File: config.mk
export PLATFORM = sky130hd
export DESIGN_NAME = di_latency_terminal
export DESIGN_NICKNAME = d
export VERILOG_FILES = /design/src/rtl/di_latency_terminal.sv
export SDC_FILE = /design/constraint.sdc
export NUM_CORES = 1
export LEC_CHECK = 0
export CORE_ASPECT_RATIO = 0.9
export CORE_MARGIN = 1.5
export CORE_UTILIZATION = 30
export DETAILED_ROUTE_END_ITERATION = 6
export DONT_BUFFER_PORTS = 1
export GPL_ROUTABILITY_DRIVEN = 0
export SYNTH_ARGS = -nofsm -noshare
export SYNTH_HDL_FRONTEND = slang
export SYNTH_SLANG_ARGS = --single-unit
File: constraint.sdc
create_clock -name ifclk -period 11.5 [get_ports ifclk]
set_clock_uncertainty 0.2 [all_clocks]
set_input_delay 2.3 -clock ifclk [delete_from_list [all_inputs] [get_ports ifclk]]
set_output_delay 2.3 -clock ifclk [all_outputs]
set_load 0.03 [all_outputs]
File: src/rtl/di_latency_terminal.sv
// di_latency_terminal
// Simulation terminal on the HostInterface device-interface bus. Holds a
// DEPTH-word register file and answers transfers with a per-transfer
// programmable read/write latency: wait 0 is always-ready, wait N stalls
// N cycles, wait 8'hFF never becomes ready again. Sticky status flags
// report out-of-range accesses and never-ready loads.
//
// Ports:
//   ifclk, reset         bus clock, synchronous active-high reset
//   di_term_addr         terminal address; sel = (di_term_addr == TERM_ADDR)
//   di_reg_addr          transfer start word address
//   di_read_mode/_write_mode  high for the duration of a transfer
//   di_read_req          one-cycle request for the next read word
//   di_read / di_write   read / write strobes
//   di_reg_datai         write data
//   cfg_read_wait        read latency (8'hFF = never ready)
//   cfg_write_wait       post-write busy cycles (8'hFF = never ready)
//   sel                  address match (combinational)
//   di_reg_datao         read data, mem[(di_reg_addr + ofs) mod DEPTH]
//   di_read_rdy/_write_rdy  handshake readies
//   di_transfer_status   {14'b0, stall_forever, range_err}
module di_latency_terminal #(
    parameter logic [15:0] TERM_ADDR  = 16'h0000,
    parameter int          DATA_WIDTH = 16,
    parameter int          DEPTH      = 64,
    parameter int          ADDR_WIDTH = $clog2(DEPTH)
) (
    input  logic                  ifclk,
    input  logic                  reset,
    input  logic [15:0]           di_term_addr,
    input  logic [31:0]           di_reg_addr,
    input  logic                  di_read_mode,
    input  logic                  di_write_mode,
    input  logic                  di_read_req,
    input  logic                  di_read,
    input  logic                  di_write,
    input  logic [DATA_WIDTH-1:0] di_reg_datai,
    input  logic [7:0]            cfg_read_wait,
    input  logic [7:0]            cfg_write_wait,
    output logic                  sel,
    output logic [DATA_WIDTH-1:0] di_reg_datao,
    output logic                  di_read_rdy,
    output logic                  di_write_rdy,
    output logic [15:0]           di_transfer_status
);

    localparam logic [7:0] WAIT_FOREVER = 8'hFF;

    logic [DATA_WIDTH-1:0] r_mem [DEPTH];

    logic [31:0] r_ofs;
    logic [7:0]  r_rd_cnt;
    logic [7:0]  r_wr_cnt;
    logic        r_rd_mode_q;
    logic        r_wr_mode_q;
    logic        r_range_err;
    logic        r_stall_forever;

    logic                  w_sel;
    logic [31:0]           w_ea;
    logic [ADDR_WIDTH-1:0] w_idx;
    logic                  w_read_rdy;
    logic                  w_write_rdy;
    logic                  w_rd_acc;
    logic                  w_wr_acc;
    logic                  w_start;
    logic                  w_rd_load_ff;
    logic                  w_wr_load_ff;

    assign w_sel       = (di_term_addr == TERM_ADDR);
    // Effective address wraps mod 2^32; the index simply drops the upper
    // bits, so out-of-range addresses alias into the file.
    assign w_ea        = di_reg_addr + r_ofs;
    assign w_idx       = w_ea[ADDR_WIDTH-1:0];

    // The req cycle itself is always masked so a zero wait still costs one
    // cycle between request and data.
    assign w_read_rdy  = w_sel & ~reset & (r_rd_cnt == 8'd0) & ~di_read_req;
    assign w_write_rdy = w_sel & ~reset & (r_wr_cnt == 8'd0);
    assign w_rd_acc    = di_read  & w_read_rdy;
    assign w_wr_acc    = di_write & w_write_rdy;

    assign w_start = w_sel & ((di_read_mode  & ~r_rd_mode_q) |
                              (di_write_mode & ~r_wr_mode_q));

    assign w_rd_load_ff = w_sel & di_read_req & (cfg_read_wait == WAIT_FOREVER);
    assign w_wr_load_ff = w_wr_acc & (cfg_write_wait == WAIT_FOREVER);

    assign sel                = w_sel;
    assign di_reg_datao       = r_mem[w_idx];
    assign di_read_rdy        = w_read_rdy;
    assign di_write_rdy       = w_write_rdy;
    assign di_transfer_status = {14'b0, r_stall_forever, r_range_err};

    // Register file has no reset; contents are X until written.
    always_ff @(posedge ifclk) begin
        if (w_wr_acc) begin
            r_mem[w_idx] <= di_reg_datai;
        end
    end

    always_ff @(posedge ifclk) begin
        if (reset) begin
            r_ofs           <= 32'd0;
            r_rd_cnt        <= 8'd0;
            r_wr_cnt        <= 8'd0;
            r_rd_mode_q     <= 1'b0;
            r_wr_mode_q     <= 1'b0;
            r_range_err     <= 1'b0;
            r_stall_forever <= 1'b0;
        end else begin
            r_rd_mode_q <= di_read_mode;
            r_wr_mode_q <= di_write_mode;

            // Counters only live while selected; 8'hFF is a parking value.
            if (!w_sel) begin
                r_rd_cnt <= 8'd0;
                r_wr_cnt <= 8'd0;
            end else begin
                if (di_read_req) begin
                    r_rd_cnt <= cfg_read_wait;
                end else if (r_rd_cnt != 8'd0 && r_rd_cnt != WAIT_FOREVER) begin
                    r_rd_cnt <= r_rd_cnt - 8'd1;
                end

                if (w_wr_acc) begin
                    r_wr_cnt <= cfg_write_wait;
                end else if (r_wr_cnt != 8'd0 && r_wr_cnt != WAIT_FOREVER) begin
                    r_wr_cnt <= r_wr_cnt - 8'd1;
                end
            end

            // A transfer start wins over any strobe landing in the same cycle.
            if (w_start) begin
                r_ofs           <= 32'd0;
                r_range_err     <= 1'b0;
                r_stall_forever <= 1'b0;
            end else begin
                // Simultaneous read+write strobes still advance by one word.
                if (w_rd_acc | w_wr_acc) begin
                    r_ofs <= r_ofs + 32'd1;
                end
                if ((w_rd_acc | w_wr_acc) && (w_ea >= 32'(DEPTH))) begin
                    r_range_err <= 1'b1;
                end
                if (w_rd_load_ff | w_wr_load_ff) begin
                    r_stall_forever <= 1'b1;
                end
            end
        end
    end

endmodule

* After elaboration in Yosys (flattened, before gate mapping)
Memories as Yosys holds them, arrays and structs flattened.
Cells that the tools add are included.
** Word-level totals
- Output and inout port bits :: 35
- Register bits :: 52
- RAM bits :: 1024
- Memories :: 1
** Memory list
- r_mem :: words 64, bits a word 16, read ports 1, clocked after memory_dff 0, write ports 1, RTL line 49 : logic [DATA_WIDTH-1:0] r_mem [DEPTH];
** Cells by class
- Reduce and logical (&&, ||, !) cells :: 12
- Bitwise operators :: 20
- Muxes and demuxes :: 6
- Magnitude comparators :: 1
- Add/subtract/negate cells :: 4
- Eq/ne operators :: 4
** Operator list (number)
- adder 32 x 1 -> 32 bit (second input constant) :: 1
- adder 32 bit :: 1
- >= comparator 32 x 7 -> 1 bit (second input constant) :: 1
- 2-to-1 mux 8 bit :: 4
- == test 8 bit (second input constant) :: 2
- logical NOT 16 bit :: 1
- logical NOT 8 bit :: 2
- != test 8 bit (second input constant) :: 2
- nonzero test 8 bit :: 2
- subtractor 8 x 1 -> 8 bit (second input constant) :: 2
- bitwise AND 1 bit :: 12
- NOT 1 bit :: 5
- nonzero test 2 bit :: 2
- OR reduction 2 bit :: 2
- logical AND 1 bit :: 3
- bitwise OR 1 bit :: 3
- 2-to-1 mux 1 bit :: 2

* Logic depth before layout (Yosys ltp)
- Word-level depth :: 7
- Mapped depth :: 14

* Worst setup path after synthesis
No wires, ideal clock.
- Kind :: in2out
- From :: input di_reg_addr[0]
- To :: output di_reg_datao[0]
- Setup slack :: 3677 ps
- Data arrival time :: 5323 ps
- Stages :: 12
- Path buffers :: 3
- Path through :: ha_1 > inv_1 > fa_1 > xnor2_1 > nor3_1 > clkbuf_1 > clkbuf_1 > buf_1 > a22oi_1 > a311oi_1 > a31oi_1 > o21ai_0
** Between the ends
- Word-level cells in the longest chain between the ends :: 2
** Ends and longest elaborated chain
- start, declared :: RTL line 31 : input logic [31:0] di_reg_addr,
- adder 32 bit :: RTL line 73 : assign w_ea = di_reg_addr + r_ofs;
- memory read (64 x 16 bit)
- end, declared :: RTL line 41 : output logic [DATA_WIDTH-1:0] di_reg_datao,
Every way passes these cells.

* Final worst setup path
- From :: input di_reg_addr[0]
- To :: output di_reg_datao[7]
The elaborated chain is that of the path after synthesis.

==> metrics.cfg <==
[pwr]
ir_worst_vdd_uv = 137
power_switching_mw = 1.68
p_int_mw = 5.96
power_density_nw_per_um2 = 162
power_frac_comb = 0.041
clkPwrFrac = 0.398
swShare = 0.219
power_frac_seq = 0.561
p_leak_nw = 14.2

[route]
remaining_drc_errors = 3
via_count = 25063
routed_wl_mm = 118
ant_nets = 0
drtIter0Drc = 2755
drtPass1Iterations = 7
wl_per_cell_um = 26.0
viasPerCell = 5.51

[yosys]
synth_commonest_cells = edfxtp_1 (1024), a22oi_1 (372), nor2_1 (148)
yosysSeqAreaShare = 0.764
syn-instance-count = 2591
synthTopCellsByArea = edfxtp_1 (74%), a22oi_1 (6.7%), dfxtp_1 (2.5%), a221oi_1 (1.6%), nand4_1 (1.5%)
synthFlopType = edfxtp_1
synth_edf_count = 1024
yosysWarnings = 0
yosys.area.top_type = edfxtp_1
syn_area_per_cell_um2 = 16.1
yosysMostFrequentCell = edfxtp_1
ys_types = 67
synthDominantCellAreaShare = 0.739
syn-cell-area_um2 = 41600
async_flop_share = 0
ys_ff_latch = 1076

[global_routing]
grt_first_pass_wirelength_mm = 170
grt_pass1_vias = 23881
antenna_found_initial = 4
grt.total_usage = 0.163
grt_overflow = 0
grt_max_degree = 102

[final_layout]
drive_gt1_frac = 0.0999
areaGrowthSynthToFinish_pct = 13.3
nets = 2764
instances_no_fill = 4547

[worst_setup_path]
arrival_ns = 6.71
worst-path-max-fanout = 28
crit_type = in2out
critPathCaptureType = output pin
r2r_slack_ns = 6.38
start_kind = input pin
cp.required_ns = 9.00

[clock_tree]
clkSlewWorstSetupHoldPaths_ns = 0.06
cts_root_buffer = clkbuf_16
h-tree-depth = 3
cts_repair_resize_count = 0
clk_latency_ns = 0.64
clock_path_buffers = 3
cts_tree = built
cts_buffers = 98
postCtsHoldBufs = 0
post_cts_buffers = 0
cts_sinks = 1076

[sta]
final_hold_viol_count = 0
slew_headroom = 0.177
worst_pin_slew_ns = 1.23
hold_ws_ns = 0.330
layout_setup_ws_ns = 2.29
rsz0062_at_grt = false
fin_crit_ns = 9.21
finalCritPeriodShare = 0.801
fmax_mhz = 109
slew_viol_final = 0
fin_tns_setup_ns = 0
setup_violations = 0

[place]
io_buffers = 0
preCtsSetupSlack_ns = 2.29
dp_hpwl_mm = 67.3
dp_cells = 4373

[die]
die_height_um = 356
rows = 129
start_util = 0.303
core_um2 = 138000
dieArea_um2 = 141000
pin_count = 122
die_width_um = 396

[run_status]
violations = design-rule violations
status = complete, but fails checks

[worst_hold_path]
min_path_type = reg2reg

[job]
drv_cap = 0

cells in the final DEF (no fill, tap or decap), drive strengths merged, types with 46 or more instances in the layout:
cell type	count
clkinv	48
nand4	100
a221oi	76
clkbuf	115
a21oi	66
buf	97
nand2	69
a22o	70
a31oi	46
dfxtp	52
edfxtp	1024
a22oi	372
nor2	149
flip-flops by register name, summed over array words and instances (netlist names):
name             cells
r_mem             1024
r_ofs               32
r_rd_cnt             8
r_wr_cnt             8
r_range_err          1
r_rd_mode_q          1
r_stall_forever      1
r_wr_mode_q          1
through the flow:
step / cell area, µm² / power [mW] / utilization
floorplan: 41700 / 4.55 / -
global placement: 44200 / 4.67 / 0.322
detailed placement: 44200 / 4.67 / 0.322
CTS: 47100 / 7.68 / 0.343
global route: 47200 / 7.85 / 0.343
finish: 47200 / 7.64 / 0.343
critical path, stage by stage:
cell and delay, ns:
ha_1 0.17, inv_1 0.06, fa_1 0.45, xnor2_1 0.33, nor2_4 0.64, buf_12 0.31, buf_4 0.21, a22oi_1 0.09
a311oi_1 0.64, a31oi_1 0.22, o21ai_0 0.95, buf_4 0.31
cells by family (layout without fill, tap and decap cells):
logic type / count (synthesis) / after routing / synth area share
flops: 1076 / 1076 / 0.764
compound gates: 759 / 759 / 0.136
simple gates: 456 / 456 / 0.0551
buf+inv: 194 / 302 / 0.0190
xor+xnor: 60 / 60 / 0.0126
fa+ha+maj: 38 / 38 / 0.0116
mux: 7 / 7 / 0.00204
other cells: 1 / 15 / 0.0000901
area by class of cell:
cell class	count	area, µm²
timing repair buffer	97	828
multi-input combinational	1334	9220
tap	1834	2290
fill	13078	90400
clock buffer	115	2530
antenna	1	2.50
sequential	1076	31800
clock inverter	58	375
inverter	32	120
power by group through the flow:
stage                     logic [mW]  registers, mW  clock network, mW
after floorplan                0.183           4.37                  0
after global placement         0.305           4.37                  0
after detailed placement       0.306           4.37                  0
after CTS                      0.307           4.28               3.09
after global routing           0.329           4.28               3.24
final                          0.315           4.28               3.04
layer usage:
layer / GRT usage / share of wire / vias to the layer above
li1: - / - / 10734
met1: 0.227 / 0.42 / 12791
met2: 0.241 / 0.43 / 1350
met3: 0.0542 / 0.11 / 184
met4: 0.0462 / 0.026 / 4
met5: 0 / 0.00023 / -
path summary, 6_finish.rpt:
kind | start | endpoint | cells after the start
max | di_reg_addr[0] | di_reg_datao[7] | 12
min | r_ofs[10]$_SDFFE_PP0P_ | r_ofs[10]$_SDFFE_PP0P_ | 2
max reg2reg | r_ofs[0]$_SDFFE_PP0P_ | r_mem[4][9]$_DFFE_PP_ | 9
min reg2reg | r_ofs[10]$_SDFFE_PP0P_ | r_ofs[10]$_SDFFE_PP0P_ | 2
(Power assumes the default switching activity.)
